File: src/rtl/clz_clo_unit.sv
`default_nettype none
// ============================================================================
// Module   : clz_clo_unit
// Purpose  : Multi-cycle leading-zero / leading-one counter with zero flag,
//            scanning the operand CHUNK bits per cycle.
// Revision : 1.0
// ============================================================================
module clz_clo_unit #(
    parameter int  WIDTH = 32,
    parameter int  CHUNK = 4,
    localparam int CW    = $clog2(WIDTH + 1)
) (
    input  logic             clk,
    input  logic             rst_n,
    input  logic             start,
    input  logic             mode,
    input  logic [WIDTH-1:0] source,
    output logic             busy,
    output logic             done,
    output logic [CW-1:0]    count,
    output logic             zero
);

    localparam int NCHUNK = WIDTH / CHUNK;
    localparam int IW     = (NCHUNK > 1) ? $clog2(NCHUNK) : 1;
    localparam logic [IW-1:0] c_last_idx = IW'(NCHUNK - 1);
    localparam logic [CW-1:0] c_chunk    = CW'(CHUNK);

    typedef enum logic [1:0] {
        IDLE = 2'd0,
        SCAN = 2'd1,
        DONE = 2'd2
    } state_t;

    state_t           r_state, w_state_nxt;
    logic [WIDTH-1:0] r_work,  w_work_nxt;
    logic [IW-1:0]    r_idx,   w_idx_nxt;
    logic [CW-1:0]    r_count, w_count_nxt;
    logic             r_zero,  w_zero_nxt;

    logic [CHUNK-1:0] w_top;
    logic             w_hit;
    logic [CW-1:0]    w_lz;
    logic             w_seen;

    assign w_top = r_work[WIDTH-1 -: CHUNK];
    assign w_hit = |w_top;

    // Leading zeros inside the top chunk; only meaningful when w_hit is set.
    always_comb begin
        w_lz   = '0;
        w_seen = 1'b0;
        for (int i = CHUNK - 1; i >= 0; i--) begin
            if (!w_seen) begin
                if (w_top[i]) begin
                    w_seen = 1'b1;
                end else begin
                    w_lz = w_lz + CW'(1);
                end
            end
        end
    end

    always_comb begin
        w_state_nxt = r_state;
        w_work_nxt  = r_work;
        w_idx_nxt   = r_idx;
        w_count_nxt = r_count;
        w_zero_nxt  = r_zero;
        case (r_state)
            IDLE, DONE: begin
                if (start) begin
                    // CLO is folded into CLZ by inverting the operand once.
                    w_work_nxt  = mode ? ~source : source;
                    w_zero_nxt  = ~|source;
                    w_count_nxt = '0;
                    w_idx_nxt   = '0;
                    w_state_nxt = SCAN;
                end else begin
                    w_state_nxt = IDLE;
                end
            end
            SCAN: begin
                if (w_hit) begin
                    w_count_nxt = r_count + w_lz;
                    w_state_nxt = DONE;
                end else begin
                    w_count_nxt = r_count + c_chunk;
                    w_work_nxt  = r_work << CHUNK;
                    w_idx_nxt   = r_idx + IW'(1);
                    if (r_idx == c_last_idx) begin
                        w_state_nxt = DONE;
                    end
                end
            end
            default: begin
                w_state_nxt = IDLE;
            end
        endcase
    end

    always_ff @(posedge clk or negedge rst_n) begin
        if (!rst_n) begin
            r_state <= IDLE;
            r_work  <= '0;
            r_idx   <= '0;
            r_count <= '0;
            r_zero  <= 1'b0;
        end else begin
            r_state <= w_state_nxt;
            r_work  <= w_work_nxt;
            r_idx   <= w_idx_nxt;
            r_count <= w_count_nxt;
            r_zero  <= w_zero_nxt;
        end
    end

    assign busy  = (r_state == SCAN);
    assign done  = (r_state == DONE);
    assign count = r_count;
    assign zero  = r_zero;

endmodule
`default_nettype wire

File: config.mk
export PLATFORM = sky130hd
export DESIGN_NAME = clz_clo_unit
export DESIGN_NICKNAME = d
export VERILOG_FILES = /design/src/rtl/clz_clo_unit.sv
export SDC_FILE = /design/constraint.sdc
export NUM_CORES = 1
export LEC_CHECK = 0
export CORE_ASPECT_RATIO = 1.2
export CORE_UTILIZATION = 48
export CTS_CLUSTER_SIZE = 14
export DETAILED_ROUTE_END_ITERATION = 10
export GPL_TIMING_DRIVEN = 1
export HOLD_SLACK_MARGIN = 0.1
export PLACE_DENSITY = 0.85
export SLEW_MARGIN = 20
export SYNTH_ARGS = -nofsm -noshare
export SYNTH_HDL_FRONTEND = slang
export SYNTH_SLANG_ARGS = --single-unit
File: constraint.sdc
create_clock -name clk -period 2.25 [get_ports clk]
set_clock_uncertainty 0.05 [all_clocks]
set_input_delay 0.225 -clock clk [delete_from_list [all_inputs] [get_ports clk]]
set_output_delay 0.225 -clock clk [all_outputs]
set_load 0.01 [all_outputs]
==> flow_summary.yaml, run 1 <==
outcome:
  status: "complete, but fails checks"
  violations: "negative setup slack"
clock_tree:
  clkLatencyLatePin_ps: 300
  cts_tree: "yes"
  cts_made_buffers: 5
  cts_buffer_depth: 2
  htreeDepth: 2
  clockRootBuffer: "clkbuf_8"
  clock_sinks: 44
  cts.clk_slew.worst_paths_ps: 80
synthesis:
  ys_types: 34
  yosys_warnings: 0
  avgSynthCellArea_sq_um: 8.648
  yosysSeqAreaShare_pct: 43.31
  syn_nets: 339
  synth-main-ff-cell: "dfrtp_1"
  syn_inst: 294
  synth_edf_count: 0
  synth.cell_area_sq_um: 2542
  synth_seq_cells: 44
  async_flop_share_pct: 100.0
placed_design:
  pre_cts_ws_ps: -123.3
  gp_congestion: 0.7507
  placed_cells: 391
  hpwl_um: 4149
  place_area_sq_um: 3115
  io_buffer_count: 44
floorplanning:
  ios: 45
  initial_core_util_pct: 50.75
  die-area_sq_um: 5593
  die_y_um: 81.73
  die_w_um: 68.44
  row_count: 28
  core_area_sq_um: 5010
global_routing:
  grt_pass1_vias: 2177
  overflow: 0
  grtUsageTotal_pct: 23.26
  antenna_found_initial: 0
  grt_max_degree: 62
  grt_pass1_wl_um: 9515
cells_and_area:
  layout-drive-gt1-share_pct: 11.63
  n_antenna_cell: 0
  n_fill_cell: 403
  finalNonFillerCells: 404
  fin_area_sq_um: 3286
  regArea_sq_um: 1102
  syn_to_final_growth_pct: 29.23
  final_util_pct: 65.58
  multi_input_area_sq_um: 1405
  final_nets: 388
detailed_routing:
  wl_per_cell_um: 14.06
  firstDrtPassIters: 4
  drt_first_iter_violations: 75
  routed_wl_um: 5682
  route.detailed.drc: 0
  route.vias.total: 2188
  drt.antenna.violating_nets: 0
  avgViaCountPerCell: 5.416
sta:
  hold_viol: 0
  period_needed_ps: 2253
  relSlewSlack_pct: 62.43
  setup_ws_ps: -2.847
  max_freq_ghz: 0.4439
  grt_setup_unrepaired: "yes"
  fin_crit_sh_pct: 100.1
  tightest_slew_ps: 558.4
  setup_viol: 1
  slew_viol_final: 0
critical_path:
  path_cells: "inv_1, a21oi_2, ha_1, o31a_1, buf_4, fa_2, a21o_1, nand2_1, a21oi_2, mux2i_1"
  crit_family: "adder cells"
  start_kind: "flop"
  cp_num_buf_inv: 2
  cp.required_ps: 2390
  cpMostUsedCell: "a21oi_2"
  worst_ep_arrival_time_ps: 2390
  r2r_setup_slack_ps: -3
  worst-setup-path-type: "flop to flop"
  cpPeakStageDelay_ps: 430
  crit_fanout: 3
  crit_slowest_cell: "dfrtp_2"
  endpoint_kind: "flop"
job:
  cap_violations: 0
min_path:
  hp-class: "input pin to asynchronous set/reset pin"
pwr:
  worst_ir_drop_vdd_mv: 0.5356
  p_leak_nw: 1.383
  power_density_nw_per_um2: 1108
## flip-flops by register name, indices dropped and copies added (netlist names)
register and flops:
r_work 32, count 6, r_idx 3, r_state 2, zero 1
## final timing paths
check,start,end,cells past startpoint
setup / recovery,r_work[30],count[4],10
hold / removal,rst_n,count[5],2
setup reg to reg,r_work[30],count[4],10
hold reg to reg,count[5],count[5],1
max in group asynchronous,rst_n,r_work[30],3
min in group clk,count[5],count[5],1
## cells in the final DEF, fill, tap and decap left out, types with 2 or more instances in the layout
cell             Yosys  routed
ha_4                 0       2
nand2b_1             2       2
clkbuf_1            10       2
o211ai_1             2       2
o21ai_1              7       7
nor4_1               8       8
nor2_2               1       2
ha_1                 8       6
xnor2_1             32      32
a21oi_1             31      29
buf_4                1      11
buf_12               0       3
nand2_1             48      48
o31ai_1              6       6
dfrtp_1             44      43
nor2b_1              2       2
buf_2                8       2
mux2i_1              2       2
clkdlybuf4s50_1      0      42
o21ai_0             26      26
a21oi_2              2       3
a211o_1              2       2
nand4_1              2       2
buf_6                0       2
nor2_1              33      32
a21o_1               2       2
nand3_1              2       2
clkbuf_8             0       6
## power by group
part	total [mW]	leakage, nW	switching (mW)	internal, mW
registers	1.35	0.560	0.233	1.12
clock network	0.524	0.0455	0.273	0.251
logic	1.76	0.778	0.928	0.836
## metal layers
layer | track usage, % | part of all wire [%] | vias to the layer above
li1 | - | - | 1099
met1 | 26.80 | 43 | 1030
met2 | 41.08 | 52 | 50
met3 | 5.694 | 3.6 | 9
met4 | 8.125 | 1.6 | 0
met5 | 0 | 0 | -
## through the flow
step	total power [mW]	setup TNS [ps]	hold WS, ps
floorplan	2.423	-48.19	-120.6
global placement	2.932	-58.89	164.2
detailed placement	3.022	-286.0	171.8
CTS	3.577	-5.911	386.4
global route	3.964	-299.1	415.6
finish	3.640	-2.847	370.4
## cell families after synthesis
kind of cell    after synthesis  share of synthesized area, %
mux                           3                         1.230
buf+inv                      21                         3.642
fa+ha+maj                     9                         4.725
simple gates                102                         17.67
xor+xnor                     33                         11.37
other cells                   1                        0.1475
flops                        44                         43.31
compound gates               81                         17.91
## synth_stat cells (2+ instances only)
library cell / n / share of area [%]
o31ai_1: 6 / 1.8
and2_1: 2 / 0.49
nor2_1: 33 / 4.9
inv_1: 2 / 0.30
a21oi_2: 2 / 0.69
a21o_1: 2 / 0.59
o21ai_0: 26 / 5.1
mux2i_1: 2 / 0.79
a21oi_1: 31 / 6.1
ha_1: 8 / 3.9
a211o_1: 2 / 0.69
nor2b_1: 2 / 0.49
nor4_1: 8 / 2.0
buf_2: 8 / 1.6
clkbuf_1: 10 / 1.5
o21ai_1: 7 / 1.4
o211ai_1: 2 / 0.59
xnor2_1: 32 / 11
dfrtp_1: 44 / 43
nand3_1: 2 / 0.39
nand4_1: 2 / 0.49
nand2_1: 48 / 7.1
nand2b_1: 2 / 0.49
## area by class of cell
cell class | instances | area share (%)
timing repair buffer | 61 | 18.43
multi-input combinational | 229 | 42.76
inverter | 2 | 0.2285
clock buffer | 8 | 2.742
tap | 60 | 2.285
sequential | 44 | 33.55
## worst register-to-register path: stages (launching register included)
cell     delay (ps)
dfrtp_2         430
inv_1            90
a21oi_2          70
ha_1            270
o31a_1          290
buf_4           150
fa_2            350
a21o_1          190
nand2_1          70
a21oi_2          50
mux2i_1         110
## what timing repair did
item / 4_1_cts / 5_1_grt
endpoints found under the hold margin: 20 / 0
endpoints found under the setup margin: 4 / 4
hold buffers: 1 / 0
gates resized for setup: 4 / 5
buffers inserted: 1 / 3
pin swaps: 0 / 7
Note: power is estimated with default switching activity, not from simulation.
==> inputs of run 2 (changes only) <==
--- a/config.mk
+++ b/config.mk
@@ -6,6 +6,7 @@
 export NUM_CORES = 1
 export LEC_CHECK = 0
 export CORE_ASPECT_RATIO = 1.2
+export CORE_MARGIN = 5
 export CORE_UTILIZATION = 48
 export CTS_CLUSTER_SIZE = 14
 export DETAILED_ROUTE_END_ITERATION = 10
==> constraint.sdc (replaced) <==
create_clock -name clk -period 2 [get_ports clk]
set_clock_uncertainty 0.05 [all_clocks]
set_input_delay 0.2 -clock clk [delete_from_list [all_inputs] [get_ports clk]]
set_output_delay 0.2 -clock clk [all_outputs]
set_load 0.01 [all_outputs]
==> run 2 against run 1 <==
Net effect: the run still ends with negative setup slack left; sequential power increased by 13%; critical path type unchanged; via count increased by 1.7%; total power increased by 21%; sequential share of layout area decreased by 0.66 points; worst hold slack improved by 36 ps; combinational power increased by 20%; register-to-register slack got worse by 280 ps.
==> flow_summary.yaml, run 2 (synthesized netlist as in run 1, its figures left out) <==
outcome:
  status: "complete, but fails checks"
  violations: "negative setup slack"
critical_path:
  endpoint_kind: "flop"
  start_kind: "flop"
  worst_ep_arrival_time_ps: 2440
  crit_fanout: 4
  worst-setup-path-type: "flop to flop"
  cp.required_ps: 2150
floorplanning:
  die_w_um: 76.44
  initial_core_util_pct: 48.66
  core_area_sq_um: 5225
  die-area_sq_um: 6858
  row_count: 29
  ios: 45
  die_y_um: 89.73
clock_tree:
  clock_sinks: 44
  htreeDepth: 2
  cts_tree: "yes"
  clkLatencyLatePin_ps: 300
  cts.clk_slew.worst_paths_ps: 100
  clockRootBuffer: "clkbuf_8"
  cts_made_buffers: 5
  cts_buffer_depth: 2
detailed_routing:
  route.detailed.drc: 0
  drt_first_iter_violations: 110
  drt.antenna.violating_nets: 0
  firstDrtPassIters: 4
  route.vias.total: 2225
  wl_per_cell_um: 15.59
  avgViaCountPerCell: 5.453
  routed_wl_um: 6361
global_routing:
  grt_max_degree: 45
  overflow: 0
  antenna_found_initial: 0
  grtUsageTotal_pct: 18.30
  grt_pass1_wl_um: 10430
  grt_pass1_vias: 2242
min_path:
  hp-class: "input pin to flop"
sta:
  relSlewSlack_pct: 60.78
  setup_viol: 5
  fin_hold_ws_ps: 406.5
  tightest_slew_ps: 588.3
  setup_ws_ps: -283.8
  grt_setup_unrepaired: "yes"
  slew_viol_final: 0
  fin_crit_sh_pct: 114.2
  hold_viol: 0
  max_freq_ghz: 0.4379
  period_needed_ps: 2284
cells_and_area:
  final_nets: 390
  final_cell_mix: "48 x nand2_1, 44 x dfrtp_1, 42 x clkdlybuf4s50_1, 33 x nor2_1, 32 x xnor2_1"
  top_register: "r_work"
  largest_reg_flops: 32
  syn_to_final_growth_pct: 31.69
  n_antenna_cell: 0
  final_util_pct: 64.08
  layout-drive-gt1-share_pct: 11.85
  final_common_cell: "nand2_1"
job:
  cap_violations: 0
placed_design:
  hpwl_um: 4368
  io_buffer_count: 44
  gp_congestion: 0.8855
pwr:
  power_density_nw_per_um2: 1315
  p_leak_nw: 1.430
  worst_ir_drop_vdd_mv: 0.5822
[run 2: cell types whose count changed in the layout (fill, tap and decap cells not counted), moves of 2 or more]
cell / previous run / this run
buf_4: 11 / 13
bufbuf_16: 0 / 2
buf_6: 2 / 0
o21ai_0: 26 / 24
clkbuf_1: 2 / 0
o21ai_1: 7 / 9
[run 2: area by class of cell]
class                           count  area [sq um]
Multi-Input combinational cell    230          1391
Inverter                            2         8.758
Tap cell                           62         77.57
Fill cell                         446          1877
Clock buffer                        7         96.34
Timing Repair Buffer               62         643.1
Sequential cell                    44          1101
Clock inverter                      1         30.03
[run 2: path summary, 6_finish.rpt]
kind,from,to,slack (ps),cells after the start
setup / recovery,r_work[30],count[3],-280,8
hold / removal,mode,r_work[2],410,3
setup reg to reg,r_work[30],count[3],-280,8
hold reg to reg,count[5],count[5],440,1
max in group asynchronous,rst_n,r_work[21],1040,3
min in group asynchronous,rst_n,count[5],440,3
[run 2: critical path, cell delays in order (launching register included)]
cell	delay, ps
dfrtp_1	400
inv_2	60
a21oi_2	160
ha_1	250
o31a_1	270
ha_1	300
a21o_1	190
a211o_1	300
a31o_2	230
[run 2: what timing repair did]
| action | CTS | global route |
|---|---|---|
| buffers inserted | 1 | 1 |
| pin swaps | 0 | 3 |
| hold buffers | 1 | 0 |
| endpoints found under the hold margin | 44 | 0 |
| setup endpoints to repair | 6 | 26 |
| resized for setup | 3 | 2 |
| gates cloned | 2 | 1 |
[run 2: stage by stage]
step	setup slack (ps)	total power, mW	setup TNS [ps]	instances	instance area (sq um)
after CTS	-272.8	4.378	-1052	406	3332
after detailed placement	-338.6	3.413	-1215	394	3113
after global placement	-212.4	3.289	-717.1	394	3113
final	-283.8	4.403	-1046	408	3348
after floorplan	-289.6	2.728	-1132	294	2566
after global routing	-362.3	4.744	-1649	408	3348
[run 2: power by group]
part | total [mW] | internal (mW) | leakage (nW) | switching [mW]
logic | 2.11 | 1.02 | 0.805 | 1.10
registers | 1.53 | 1.26 | 0.561 | 0.273
clock network | 0.757 | 0.441 | 0.0645 | 0.316
[run 2: routing by layer]
metal | track usage (%) | wire [um] | vias up
met5 | 0 | 0 | -
met4 | 6.706 | 159 | 0
met3 | 3.600 | 335 | 16
met2 | 31.21 | 3227 | 73
met1 | 22.76 | 2639 | 1032
li1 | - | - | 1104
==> inputs of run 3 (changes only) <==
--- a/config.mk
+++ b/config.mk
@@ -8,6 +8,7 @@
 export CORE_ASPECT_RATIO = 1.2
 export CORE_MARGIN = 5
 export CORE_UTILIZATION = 48
+export CTS_BUF_LIST = sky130_fd_sc_hd__clkbuf_16
 export CTS_CLUSTER_SIZE = 14
 export DETAILED_ROUTE_END_ITERATION = 10
 export GPL_TIMING_DRIVEN = 1
==> constraint.sdc (replaced) <==
create_clock -name clk -period 2 [get_ports clk]
set_clock_uncertainty 0.05 [all_clocks]
set_input_delay 0.4 -clock clk [delete_from_list [all_inputs] [get_ports clk]]
set_output_delay 0.4 -clock clk [all_outputs]
set_load 0.01 [all_outputs]
==> run 3 against run 2 <==
Net effect: the flow still finishes with violations (negative setup slack); cell count rose by 0.49%; total power is 2.7% lower; global-route usage decreased by 0.57 points; worst hold slack better by 21 ps; maximum frequency is 1.3% higher; critical path depth unchanged; largest cell class unchanged; utilization down 0.24 points.
==> flow_summary.yaml, run 3 (synthesized netlist as in run 1, its figures left out) <==
outcome:
  status: "complete, but fails checks"
  violations: "negative setup slack"
detailed_routing:
  route.detailed.drc: 0
  route.vias.total: 2203
  firstDrtPassIters: 4
  routed_wl_um: 5889
  drt_first_iter_violations: 90
  drt.antenna.violating_nets: 0
  wl_per_cell_um: 14.36
  avgViaCountPerCell: 5.373
sta:
  hold_viol: 0
  fin_crit_sh_pct: 112.7
  setup_viol: 5
  period_needed_ps: 2254
  setup_ws_ps: -254.4
  max_freq_ghz: 0.4436
  setup_tns_ps: -965.3
  relSlewSlack_pct: 58.87
  fin_hold_ws_ps: 428.0
  tightest_slew_ps: 616.9
  grt_setup_unrepaired: "yes"
  slew_viol_final: 0
floorplanning:
  die_w_um: 76.44
  die_y_um: 89.73
  initial_core_util_pct: 48.66
  ios: 45
  core_area_sq_um: 5225
  die-area_sq_um: 6858
  row_count: 29
critical_path:
  crit_slowest_cell: "dfrtp_1"
  cp.required_ps: 2110
  r2r_setup_slack_ps: -250
  cpPeakStageDelay_ps: 420
  cpMostUsedCell: "ha_1"
  worst_ep_arrival_time_ps: 2370
  worstSetupStartpoint: "r_work[30]"
  r2r-start: "r_work[30]"
  crit_fanout: 4
  worst-setup-path-type: "flop to flop"
  endpoint_kind: "flop"
  rr_worst_depth: 8
  start_kind: "flop"
  reg2reg_to: "count[5]"
  path_cells: "nor2_1, ha_1, o31a_1, ha_1, a211o_1, o211ai_1, a211oi_2, mux2i_1"
pwr:
  seqPwrFrac_pct: 35.6
  power_density_nw_per_um2: 1284
  p_switching_mw: 1.649
  p_leak_nw: 1.422
  p_clk_share_pct: 18.3
  sw_frac_of_total_pct: 38.50
  p_total_mw: 4.283
  p_int_mw: 2.634
  combPwrFrac_pct: 46.0
  worst_ir_drop_vdd_mv: 0.5168
cells_and_area:
  finalNonFillerCells: 410
  final_util_pct: 63.84
  largest_reg_flops: 32
  final_nets: 392
  final_cell_mix: "48 x nand2_1, 44 x dfrtp_1, 42 x clkdlybuf4s50_1, 33 x nor2_1, 32 x xnor2_1"
  n_fill_cell: 441
  syn_to_final_growth_pct: 31.20
  top_register: "r_work"
  n_antenna_cell: 0
  final_common_cell: "nand2_1"
  fin_area_sq_um: 3336
  layout-drive-gt1-share_pct: 12.07
global_routing:
  overflow: 0
  grt_pass1_wl_um: 10040
  antenna_found_initial: 0
  grt_pass1_vias: 2240
  grtUsageTotal_pct: 17.73
  grt_max_degree: 61
placed_design:
  gp_congestion: 0.9142
  place_area_sq_um: 3143
  hpwl_um: 4416
  io_buffer_count: 44
  pre_cts_ws_ps: -270.2
  placed_cells: 398
min_path:
  worstHoldEndpoint: "r_work[0]"
  holdCritStartpoint: "r_work[0]"
  hold_depth: 2
  hp-class: "flop to flop"
job:
  cap_violations: 0
clock_tree:
  clockRootBuffer: "clkbuf_16"
  clock_sinks: 44
  htreeDepth: 2
  cts_made_buffers: 5
  cts.clk_slew.worst_paths_ps: 60
  clkLatencyLatePin_ps: 280
  cts_tree: "yes"
  cts_buffer_depth: 2
run 3: changes by cell type in the layout (fill, tap and decap cells not counted), moves of 2 or more:
cell | before | now
clkbuf_16 | 0 | 5
buf_4 | 13 | 17
clkinv_1 | 0 | 2
bufbuf_16 | 2 | 0
clkbuf_8 | 7 | 0
run 3: area by class of cell:
class | instances | area (sq um) | area share [%]
inverter | 2 | 7.507 | 0.2251
clock buffer | 5 | 125.1 | 3.751
tap | 62 | 77.57 | 2.326
multi-input combinational | 229 | 1390 | 41.67
clock inverter | 3 | 15.01 | 0.4501
timing repair buffer | 65 | 619.3 | 18.57
sequential | 44 | 1101 | 33.01
run 3: worst max path at each step:
| stage | cells after the start | endpoint |
|---|---|---|
| after floorplan | 9 | count[4] |
| after global placement | 7 | count[3] |
| after detailed placement | 8 | count[5] |
| after CTS | 9 | count[5] |
| after global routing | 8 | count[5] |
| final | 8 | count[5] |
run 3: repair_timing:
| item | in CTS | in global routing |
|---|---|---|
| endpoints found under the hold margin | 17 | 0 |
| setup endpoints to repair | 5 | 5 |
| hold buffers | 1 | 0 |
| pin swaps | 9 | 3 |
| buffers inserted | 3 | 0 |
| gates resized for setup | 5 | 1 |
run 3: power by group through the flow:
stage	Clock (mW)	Combinational [mW]	Sequential [mW]
CTS	0.797	1.97	1.52
finish	0.785	1.97	1.53
global placement	0	1.82	1.51
global route	0.837	2.22	1.57
floorplan	0	1.23	1.50
detailed placement	0	1.89	1.52
run 3: critical path, delay by kind of cell, from the launching register on:
kind,cells,cell delay (ps)
muxes,1,120
DFF,1,420
adders and majority gates,2,540
AOI/OAI and AO/OA,4,830
and+or+nand+nor,1,170
run 3: per-layer routing:
layer,GRT usage [%],wire length (um)
met1,20.73,2421
met3,4.200,311
met2,31.86,3065
met4,5.248,91
met5,0,0
